--- src/rtl/score_pkg.sv ---
// score_pkg: shared state encoding, widths and score/level constants for the score path
package score_pkg;
  typedef enum logic [1:0] {IDLE = 2'd0, RUN = 2'd1, OVER = 2'd2} state_e;
  localparam int SCORE_W = 13;
  localparam int LEVEL_W = 3;
  localparam int SCORE_MAX_DEF = 6399;
  localparam int LEVEL_STEP_DEF = 800;
  function automatic logic [LEVEL_W-1:0] level_of(input logic [SCORE_W-1:0] s, input int step);
    int q;
    q = int'(s) / step;
    return (q > 7) ? LEVEL_W'(7) : LEVEL_W'(q);
  endfunction
endpackage

--- src/rtl/tick_prescaler.sv ---
// tick_prescaler: counts enabled clk2 cycles modulo TICK_DIV; tick is high during the last count so the wrap edge consumes it
module tick_prescaler #(
  parameter int TICK_DIV = 5000000
) (
  input  logic clk2,
  input  logic reset,
  input  logic en,
  input  logic clr,
  output logic tick
);
  localparam int CW = $clog2(TICK_DIV);
  localparam logic [CW-1:0] LAST = CW'(TICK_DIV - 1);
  logic [CW-1:0] cnt_q, cnt_d;
  logic tick_q, tick_d;
  always_comb begin
    cnt_d  = clr ? '0 : en ? ((cnt_q == LAST) ? '0 : cnt_q + 1'b1) : cnt_q;
    tick_d = clr ? 1'b0 : en ? (cnt_d == LAST) : tick_q;
  end
  always_ff @(posedge clk2 or negedge reset)
    if (!reset) begin
      cnt_q  <= '0;
      tick_q <= 1'b0;
    end else begin
      cnt_q  <= cnt_d;
      tick_q <= tick_d;
    end
  assign tick = tick_q;
endmodule

--- src/rtl/score_counter.sv ---
// score_counter: per-game score FSM with tick/bonus accrual, saturation and difficulty level
// Optional best-score register and hiscore port enabled by SCORE_HISCORE_EN.
module score_counter import score_pkg::*; #(
  parameter int TICK_DIV   = 5000000,
  parameter int BONUS_PTS  = 10,
  parameter int SCORE_MAX  = SCORE_MAX_DEF,
  parameter int LEVEL_STEP = LEVEL_STEP_DEF
) (
  input  logic               clk2,
  input  logic               reset,
  input  logic               start,
  input  logic               collide,
  input  logic               bonus,
  input  logic               pause,
  output logic [SCORE_W-1:0] score,
  output logic [LEVEL_W-1:0] level,
  output logic               running,
`ifdef SCORE_HISCORE_EN
  output logic [SCORE_W-1:0] hiscore,
`endif
  output logic               game_over
);
  localparam logic [SCORE_W:0]   BONUS_X = (SCORE_W+1)'(BONUS_PTS);
  localparam logic [SCORE_W:0]   MAX_X   = (SCORE_W+1)'(SCORE_MAX);
  localparam logic [SCORE_W-1:0] MAX_S   = SCORE_W'(SCORE_MAX);
  state_e state_q, state_d;
  logic [SCORE_W-1:0] score_q, score_d;
  logic [LEVEL_W-1:0] level_q, level_d;
  logic running_q, game_over_q;
  logic in_run, go_run, go_over, accrue, tick;
  logic [SCORE_W:0] sum;
  tick_prescaler #(.TICK_DIV(TICK_DIV)) u_presc (
    .clk2 (clk2),
    .reset(reset),
    .en   (in_run & ~pause),
    .clr  (go_run),
    .tick (tick)
  );
  // collide outranks any tick or bonus arriving on the same edge
  always_comb begin
    in_run  = (state_q == RUN);
    go_run  = start & ~in_run;
    go_over = in_run & collide;
    accrue  = in_run & ~pause & ~collide;
    sum     = {1'b0, score_q} + {{SCORE_W{1'b0}}, tick} + (bonus ? BONUS_X : '0);
    score_d = go_run ? '0 : accrue ? ((sum > MAX_X) ? MAX_S : sum[SCORE_W-1:0]) : score_q;
    state_d = go_run ? RUN : go_over ? OVER : state_q;
    level_d = level_of(score_d, LEVEL_STEP);
  end
  always_ff @(posedge clk2 or negedge reset)
    if (!reset) begin
      state_q     <= IDLE;
      score_q     <= '0;
      level_q     <= '0;
      running_q   <= 1'b0;
      game_over_q <= 1'b0;
    end else begin
      state_q     <= state_d;
      score_q     <= score_d;
      level_q     <= level_d;
      running_q   <= (state_d == RUN);
      game_over_q <= (state_d == OVER);
    end
`ifdef SCORE_HISCORE_EN
  logic [SCORE_W-1:0] hiscore_q, hiscore_d;
  always_comb hiscore_d = (go_over && score_q > hiscore_q) ? score_q : hiscore_q;
  always_ff @(posedge clk2 or negedge reset)
    if (!reset) hiscore_q <= '0;
    else hiscore_q <= hiscore_d;
  assign hiscore = hiscore_q;
`endif
  assign score     = score_q;
  assign level     = level_q;
  assign running   = running_q;
  assign game_over = game_over_q;
endmodule

--- config.mk ---
export PLATFORM = sky130hd
export DESIGN_NAME = score_counter
export DESIGN_NICKNAME = d
export VERILOG_FILES = /design/src/rtl/score_pkg.sv /design/src/rtl/tick_prescaler.sv /design/src/rtl/score_counter.sv
export SDC_FILE = /design/constraint.sdc
export NUM_CORES = 1
export LEC_CHECK = 0
export CORE_UTILIZATION = 48
export CTS_CLUSTER_SIZE = 16
export DETAILED_ROUTE_END_ITERATION = 6
export GPL_TIMING_DRIVEN = 1
export PLACE_DENSITY_LB_ADDON = 0.12
export SYNTH_ARGS = -nofsm -noshare
export SYNTH_HDL_FRONTEND = slang
export SYNTH_SLANG_ARGS = --single-unit
--- constraint.sdc ---
create_clock -name clk2 -period 7.6 [get_ports clk2]
set_clock_uncertainty 0.1 [all_clocks]
set_input_delay 1.52 -clock clk2 [delete_from_list [all_inputs] [get_ports clk2]]
set_output_delay 1.52 -clock clk2 [all_outputs]
set_load 0.1 [all_outputs]
Word-level counts from Yosys, hierarchy flattened
Cells that the tools add are included.
{ "totals": {"latch_bits": 0, "in_bits": 6, "rom_bits": 0, "n_memories": 0, "word_cells": 38, "out_inout_bits": 18, "ramBits": 0, "register_bits": 44} }
{ "classes": {"div": 1, "n_addsub": 3, "n_lt_le_gt_ge": 2, "muxes": 12, "reduce_logical": 1, "bitwise_logic": 7, "n_eq_ne": 5, "shifts": 0, "multipliers": 0} }
{ "ops": {"columns": ["cell", "count"], "rows": [
  ["$mux 23", 3],
  ["$eq 23x23->1 const B", 2],
  ["$mux 13", 3],
  ["$div 14x11->32 const B", 1],
  ["$gt 32x4->1 const B", 1],
  ["$add 23x1->23 const B", 1],
  ["$add 13x1->14", 1],
  ["$add 14x4->14", 1],
  ["$gt 14x13->1 const B", 1],
  ["$and 1x1->1", 4],
  ["$eq 2x1->1 const B", 2],
  ["$mux 2", 2],
  ["$mux 4", 1],
  ["$mux 3", 1],
  ["$not 1->1", 3],
  ["$eq 2x2->1 const B", 1],
  ["$mux 1", 2],
  ["$reduce_bool 2->1", 1]
]} }

Logic depth before layout (Yosys ltp)
Gate-level depths: netlist (run 1).
{ "depth": {"ltp_word": 9, "depth_mapped": 19, "ltp_nobuf": 19} }

Cells and area by module
Synthesis (run 1) repeated with hierarchy kept, for this count alone.
{ "unflattened": {"cells_unflattened": 363, "area_unflattened_um2": 3269.4} }
{ "modules_own_cells": {"columns": ["mod", "seq_area_each_um2", "instances", "cells_each", "area_per_inst_um2"], "rows": [
  ["score_counter", 500.5, 1, 218, 1901.8],
  ["tick_prescaler", 600.6, 1, 145, 1367.6]
]} }

Worst setup path before layout (run 1)
OpenSTA, ideal clock, no wires.
{ "synth_path": {"path_kind": "input to register", "start": "in bonus", "end": "reg level_q[0] (netlist: level[0])", "arrival_time_ns": 5.517, "n_path_buf": 0, "stages": 18, "setup_slack_ns": 1.850, "required_ns": 7.368, "cell_sequence": "inv_1 > fa_1 > nand3b_1 > a221oi_1 > a21o_1 > a41oi_1 > a21oi_1 > and3_1 > ha_1 > nor4b_1 > and2_4 > a21boi_2 > o21ai_1 > a21oi_2 > o31a_2 > mux2i_1 > a2111oi_0 > o31ai_1"} }
{ "synth_between": {"elab_chain_cells": 9} }
{ "synth_lines": {"columns": ["element", "line", "text"], "rows": [
  ["from (decl)", "score_counter.sv:13", "input logic bonus,"],
  ["$mux 4 (*)", "score_counter.sv:45", "sum = {1'b0, score_q} + {{SCORE_W{1'b0}}, tick} + (bonus ? BONUS_X : '0);"],
  ["$add 14x4->14 (*)", "score_counter.sv:45", null],
  ["$gt 14x13->1", "score_counter.sv:46", "score_d = go_run ? '0 : accrue ? ((sum > MAX_X) ? MAX_S : sum[SCORE_W-1:0]) : score_q;"],
  ["$mux 13 (*) (3 in series)", "score_counter.sv:46", null],
  ["$div 14x11->32 (*)", "score_pkg.sv:10", "q = int'(s) / step;"],
  ["$gt 32x4->1", "score_pkg.sv:11", "return (q > 7) ? LEVEL_W'(7) : LEVEL_W'(q);"],
  ["$mux 3 (*)", "score_pkg.sv:11", null],
  ["via level_d[0]", "score_counter.sv:28", "logic [LEVEL_W-1:0] level_q, level_d;"],
  ["to (signal assigned)", "score_counter.sv:60", "level_q <= level_d;"],
  ["to (decl)", "score_counter.sv:28", null]
]} }
Mark *: on every way through the listed nets, which the timed path passes. The rest lies on a longest branch.
A chain may end at the register's enable or synchronous reset.

Final worst setup path (run 1)
Same ends and word-level chain as after synthesis.

==> flow_summary.json, run 1 <==
{
  "clk_latency_ns": 0.30,
  "fmax_mhz": 155,
  "via_per_inst": 6.15,
  "fillers": 580,
  "clk_pin_slew_ns": 0.08,
  "ios": 24,
  "period_needed_ns": 6.45,
  "wl_per_cell_um": 15.6,
  "dieArea_um2": 6870,
  "final_util": 0.558,
  "worstPathArrival_ns": 6.51,
  "ys_types": 77,
  "place_area_um2": 3420,
  "cts.sinks": 44,
  "grt_use_total": 0.227,
  "drive_gt1_frac": 0.0746,
  "ys_seq_elements": 44,
  "dp_hpwl_um": 5360,
  "root_buffer": "clkbuf_8",
  "first_iter_violations": 180,
  "initial_core_util": 0.495,
  "yosysWarnings": 0,
  "first_pass_iters": 4,
  "grt_max_degree": 45,
  "worst_slew_pin_slew_ns": 0.989,
  "grt_pass1_wl_um": 13000,
  "core_um2": 6350,
  "ant_nets": 0,
  "total_power_uw": 737,
  "p_leak_uw": 0.00143,
  "cts_resized": 0,
  "gp_congestion": 0.931,
  "final_area_um2": 3540,
  "clk_path_buf_depth": 2,
  "cp_slowest_cell": "clkdlybuf4s50_1",
  "rsz0062_at_grt": "no",
  "finalSetupTns_ns": 0,
  "synth_cells": 369,
  "n_antenna_cell": 0,
  "crit_chain": "clkdlybuf4s50_1 > inv_1 > fa_1 > nand3b_1 > a221oi_1 > a21o_1 > a41oi_1 > a21oi_1 > and3_1 > ha_1 > nor4b_1 > and2_4 > a21boi_2 > o21ai_1 > a21oi_2 > o31a_2 > mux2i_1 > a2111oi_0 > o31ai_1",
  "synthArstFlopShare": 1.00,
  "cp-start-kind": "input port",
  "relSlewSlack": 0.340,
  "numCtsBuffers": 5,
  "status": "complete, no violations",
  "hp-class": "register to register",
  "postCtsHoldBufs": 0,
  "final_nets": 400,
  "layout_common_cells": "54 x nor2_1, 44 x dfrtp_1, 32 x nand2_1",
  "num_rows": 29,
  "hold_viol": 0,
  "cp.required_ns": 7.67,
  "cts_tree": "built",
  "syn_nets": 381,
  "grt-ovfl-total": 0,
  "synth_edf_count": 0,
  "fp.dieH_um": 82.9,
  "p_per_area_nw_per_um2": 208,
  "drt_wl_total_um": 7270,
  "die_x_um": 82.9,
  "h-tree-depth": 2,
  "yosysSeqAreaShare": 0.351,
  "regArea_um2": 1100,
  "area_growth_pct": 12.7,
  "via_count": 2868,
  "min_period_over_period": 0.848,
  "ir_worst_vdd_v": 0.000304,
  "setup_viol": 0,
  "critPathCaptureType": "register",
  "layout_commonest_cell": "nor2_1",
  "post_cts_buffers": 0,
  "max_cap_viol_count": 0,
  "cpPeakStageDelay_ns": 0.51,
  "syn_area_per_cell_um2": 8.51,
  "syn_area_um2": 3140,
  "crit_fanout": 6,
  "synth_ff_type": "dfrtp_1",
  "grt_pass1_vias": 2755,
  "numPortBuffers": 23,
  "multi_input_area_um2": 1950,
  "antenna_found_initial": 0,
  "slew_viol_final": 0,
  "drc_errors": 0,
  "worstSetupPathType": "input port to register",
  "pre_cts_ws_ns": 0.898,
  "setup_slack_ns": 1.15
}
[through the flow]
stage / hold slack [ns] / instances
floorplan: 0.354 / 369
detailed placement: 0.407 / 458
CTS: 0.426 / 466
global route: 0.500 / 466
finish: 0.424 / 466
global placement: 0.405 / 458
[final timing paths]
path / startpoint / endpoint / slack [ns] / cells past startpoint
worst max register to register: score[0]$_DFF_PN0_ / level[0]$_DFF_PN0_ / 2.36 / 19
min in group asynchronous: reset / u_presc.cnt_q[11]$_DFF_PN0_ / 1.29 / 1
worst min-delay path: u_presc.tick$_DFFE_PN0P_ / u_presc.tick$_DFFE_PN0P_ / 0.42 / 2
worst max-delay path: bonus / level[0]$_DFF_PN0_ / 1.15 / 19
max in group asynchronous: reset / u_presc.tick$_DFFE_PN0P_ / 5.51 / 1
worst min register to register: u_presc.tick$_DFFE_PN0P_ / u_presc.tick$_DFFE_PN0P_ / 0.42 / 2
[Yosys cell counts, types with 3 or more instances]
| cell type | count | share of area |
|---|---|---|
| xnor2_1 | 11 | 0.031 |
| o221a_2 | 3 | 0.011 |
| o21ai_1 | 3 | 0.0048 |
| a31oi_1 | 8 | 0.016 |
| nor2_1 | 54 | 0.065 |
| nand4_1 | 8 | 0.016 |
| nand4b_1 | 4 | 0.011 |
| nor4b_1 | 3 | 0.0084 |
| dfrtp_1 | 44 | 0.35 |
| o211ai_1 | 3 | 0.0072 |
| nand2_1 | 32 | 0.038 |
| inv_1 | 11 | 0.013 |
| a21o_1 | 5 | 0.012 |
| buf_2 | 3 | 0.0048 |
| nand3b_1 | 5 | 0.012 |
| ha_1 | 5 | 0.020 |
| mux2i_1 | 3 | 0.0096 |
| xor2_1 | 16 | 0.045 |
| o31ai_1 | 4 | 0.0096 |
| nor3_1 | 5 | 0.0080 |
| a21oi_1 | 11 | 0.018 |
| and2_1 | 5 | 0.010 |
| clkbuf_1 | 7 | 0.0084 |
| o31a_1 | 4 | 0.011 |
| nand2b_1 | 4 | 0.0080 |
| nor4_1 | 7 | 0.014 |
| nand3_1 | 16 | 0.025 |
| and3_1 | 9 | 0.018 |
| o21ai_0 | 16 | 0.025 |
| or3_1 | 3 | 0.0060 |
[layer usage]
| metal | up-vias | routed length, µm | track usage |
|---|---|---|---|
| li1 | 1418 | - | - |
| met1 | 1382 | 3630 | 0.322 |
| met3 | 6 | 284 | 0.0388 |
| met2 | 62 | 3300 | 0.358 |
| met5 | - | 0 | 0 |
| met4 | 0 | 59 | 0.0596 |
[state kept, by name, summed over array words and instances (netlist names)]
signal	flops
game_over	1
running	1
u_presc.cnt_q	23
score	13
level	3
state_q	2
u_presc.tick	1
[cells by family after synthesis]
family,after synthesis,share of synthesized area
buffers and inverters,23,0.0291
AOI/OAI and AO/OA,94,0.222
DFF,44,0.351
xor gates and xnor gates,27,0.0753
adders and majority gates,6,0.0263
muxes,4,0.0131
and+or+nand+nor,171,0.283
[critical path, delay by kind of cell]
| family | cells | cell delay (ns) |
|---|---|---|
| simple gates | 4 | 1.14 |
| buf+inv | 2 | 0.58 |
| compound gates | 10 | 2.44 |
| fa+ha+maj | 2 | 0.72 |
| mux | 1 | 0.13 |
[power breakdown]
part / leakage [µW] / internal (µW) / switching (µW)
sequential: 0.000604 / 256 / 22.4
combinational: 0.000763 / 70.7 / 196
clock: 0.0000614 / 108 / 84.9
total: 0.00143 / 434 / 303
[final cells by class]
class,count,share of cell area
Clock buffer,6,0.0233
Sequential cell,44,0.311
Timing Repair Buffer,24,0.0657
Tap cell,77,0.0272
Inverter,11,0.0117
Multi-Input combinational cell,302,0.550
Clock inverter,2,0.0110
Power figures use the tool's default switching activity.
==> run 2, diff against run 1 <==
==> constraint.sdc (replaced) <==
create_clock -name clk2 -period 5.4 [get_ports clk2]
set_clock_uncertainty 0.1 [all_clocks]
set_input_delay 1.08 -clock clk2 [delete_from_list [all_inputs] [get_ports clk2]]
set_output_delay 1.08 -clock clk2 [all_outputs]
set_load 0.1 [all_outputs]
==> flow_summary.json, run 2 (synthesis gave the netlist of run 1 again) <==
{
  "clk_path_buf_depth": 2,
  "fmax_mhz": 191,
  "crit_top_cell": "buf_4",
  "wl_met2_um": 4040,
  "hold_ws_ns": 0.430,
  "first_pass_iters": 4,
  "via_per_inst": 5.83,
  "max_cap_viol_count": 0,
  "cp_slowest_cell": "or4b_1",
  "setup_slack_ns": 0.175,
  "n_antenna_cell": 0,
  "ir_worst_vdd_v": 0.000352,
  "pwr-share-comb": 0.410,
  "swShare": 0.407,
  "r2r-start": "score[0]$_DFF_PN0_",
  "numPortBuffers": 23,
  "ios": 24,
  "pre_cts_ws_ns": -0.572,
  "whs_endpoint": "u_presc.tick$_DFFE_PN0P_",
  "power.switching_uw": 461,
  "final_nets": 464,
  "hold_viol": 0,
  "grt_pass1_wl_um": 14000,
  "via_count": 3090,
  "cp-start-kind": "input port",
  "wl_met1_um": 4010,
  "crit_fanout": 3,
  "hp-start": "u_presc.tick$_DFFE_PN0P_",
  "internal_power_uw": 673,
  "worst_slew_pin_slew_ns": 0.975,
  "initial_core_util": 0.495,
  "numCtsBuffers": 5,
  "antenna_found_initial": 0,
  "layout_commonest_cell": "buf_4",
  "min_period_over_period": 0.968,
  "root_buffer": "clkbuf_8",
  "p_leak_uw": 0.00176,
  "worstPathArrival_ns": 5.33,
  "p_clk_frac": 0.237,
  "wl_met3_um": 280,
  "cts.sinks": 44,
  "crit_chain": "clkdlybuf4s50_1 > or4b_1 > o31a_1 > or4_4 > and3_4 > ha_4 > nor4b_4 > and2_4 > a21boi_2 > buf_4 > a32o_1 > a21oi_2 > o31a_2 > buf_4 > buf_4 > o211a_1 > o31ai_1",
  "setup_viol": 0,
  "p_per_area_nw_per_um2": 271,
  "cpPeakStageDelay_ns": 0.59,
  "grt_use_total": 0.250,
  "die_x_um": 82.9,
  "regMostFlops": "u_presc.cnt_q",
  "num_rows": 29,
  "slew_viol_final": 0,
  "ff2ff_setup_slack_ns": 0.67,
  "place_area_um2": 3820,
  "drt_wl_total_um": 8400,
  "grt_max_degree": 45,
  "area_growth_pct": 33.0,
  "h-tree-depth": 2,
  "top_layer": "met4",
  "relSlewSlack": 0.348,
  "clk_pin_slew_ns": 0.08,
  "drc_errors": 0,
  "hp-class": "register to register",
  "core_um2": 6350,
  "layout_common_cells": "64 x buf_4, 53 x nor2_1, 43 x dfrtp_1",
  "final_area_um2": 4180,
  "largest_reg_flops": 23,
  "ant_nets": 0,
  "critPathCaptureType": "register",
  "first_iter_violations": 218,
  "min_path_cells": 2,
  "period_needed_ns": 5.22,
  "clk_latency_ns": 0.30,
  "fp.dieH_um": 82.9,
  "rr_endpoint": "level[0]$_DFF_PN0_",
  "cp.required_ns": 5.50,
  "wl_per_cell_um": 15.9,
  "reg2reg_depth": 20,
  "fillers": 522,
  "grt-ovfl-total": 0,
  "dp_hpwl_um": 6160,
  "dieArea_um2": 6870,
  "gp_congestion": 0.940,
  "grt_pass1_vias": 2914,
  "cts_tree": "built",
  "seq_power_share": 0.353,
  "worstSetupPathType": "input port to register",
  "drive_gt1_frac": 0.247,
  "status": "complete, no violations"
}
-- run 2: cell types whose count changed in the layout (fill, tap and decap cells not counted), sizes merged --
cell           change
buf               +64
clkdlybuf4s50      -1
dlymetal6s2s       +1
-- run 2: metal layers --
metal  vias up  track usage
li1       1536            -
met2        60        0.418
met3         7       0.0358
met5         -            0
met4         0       0.0470
met1      1487        0.346
-- run 2: timing repair --
action | CTS | global route
buffers inserted | 6 | 5
pin swaps | 11 | 11
hold buffers | 0 | 0
gates cloned | 0 | 0
setup endpoints to repair | 1 | 2
resized for setup | 14 | 12
-- run 2: worst max path at each step --
stage / cells past startpoint / endpoint / start
finish: 17 / level[0]$_DFF_PN0_ / collide
global route: 19 / level[0]$_DFF_PN0_ / collide
CTS: 18 / level[0]$_DFF_PN0_ / bonus
detailed placement: 18 / level[0]$_DFF_PN0_ / bonus
global placement: 18 / level[0]$_DFF_PN0_ / bonus
floorplan: 18 / level[0]$_DFF_PN0_ / bonus
-- run 2: power by group through the flow --
stage | clock, µW | combinational [µW] | sequential, µW
after floorplan | 0 | 162 | 520
after global placement | 0 | 424 | 399
after detailed placement | 0 | 427 | 402
after CTS | 276 | 441 | 396
after global routing | 290 | 493 | 404
final | 269 | 465 | 400
-- run 2: metrics by stage --
stage          setup TNS, ns  instances  utilization  power (µW)
2_1_floorplan              0        369            -         682
3_3_place_gp          -0.506        511        0.601         823
3_5_place_dp          -0.696        511        0.601         829
4_1_cts                    0        525        0.640        1110
5_1_grt             -0.00815        530        0.658        1190
6_report                   0        530        0.658        1130
-- run 2: area by class of cell --
type	count	area, µm²	share of cell area
multi-input combinational	302	2100	0.502
sequential	44	1100	0.264
timing repair buffer	88	719	0.172
tap	77	96.3	0.0231
clock buffer	6	82.6	0.0198
inverter	11	41.3	0.00988
clock inverter	2	38.8	0.00928
-- run 2: critical path: cells and delay by family --
family | cells | cell delay (ns)
compound gates | 7 | 1.60
fa+ha+maj | 1 | 0.28
buf+inv | 4 | 0.81
simple gates | 5 | 1.54
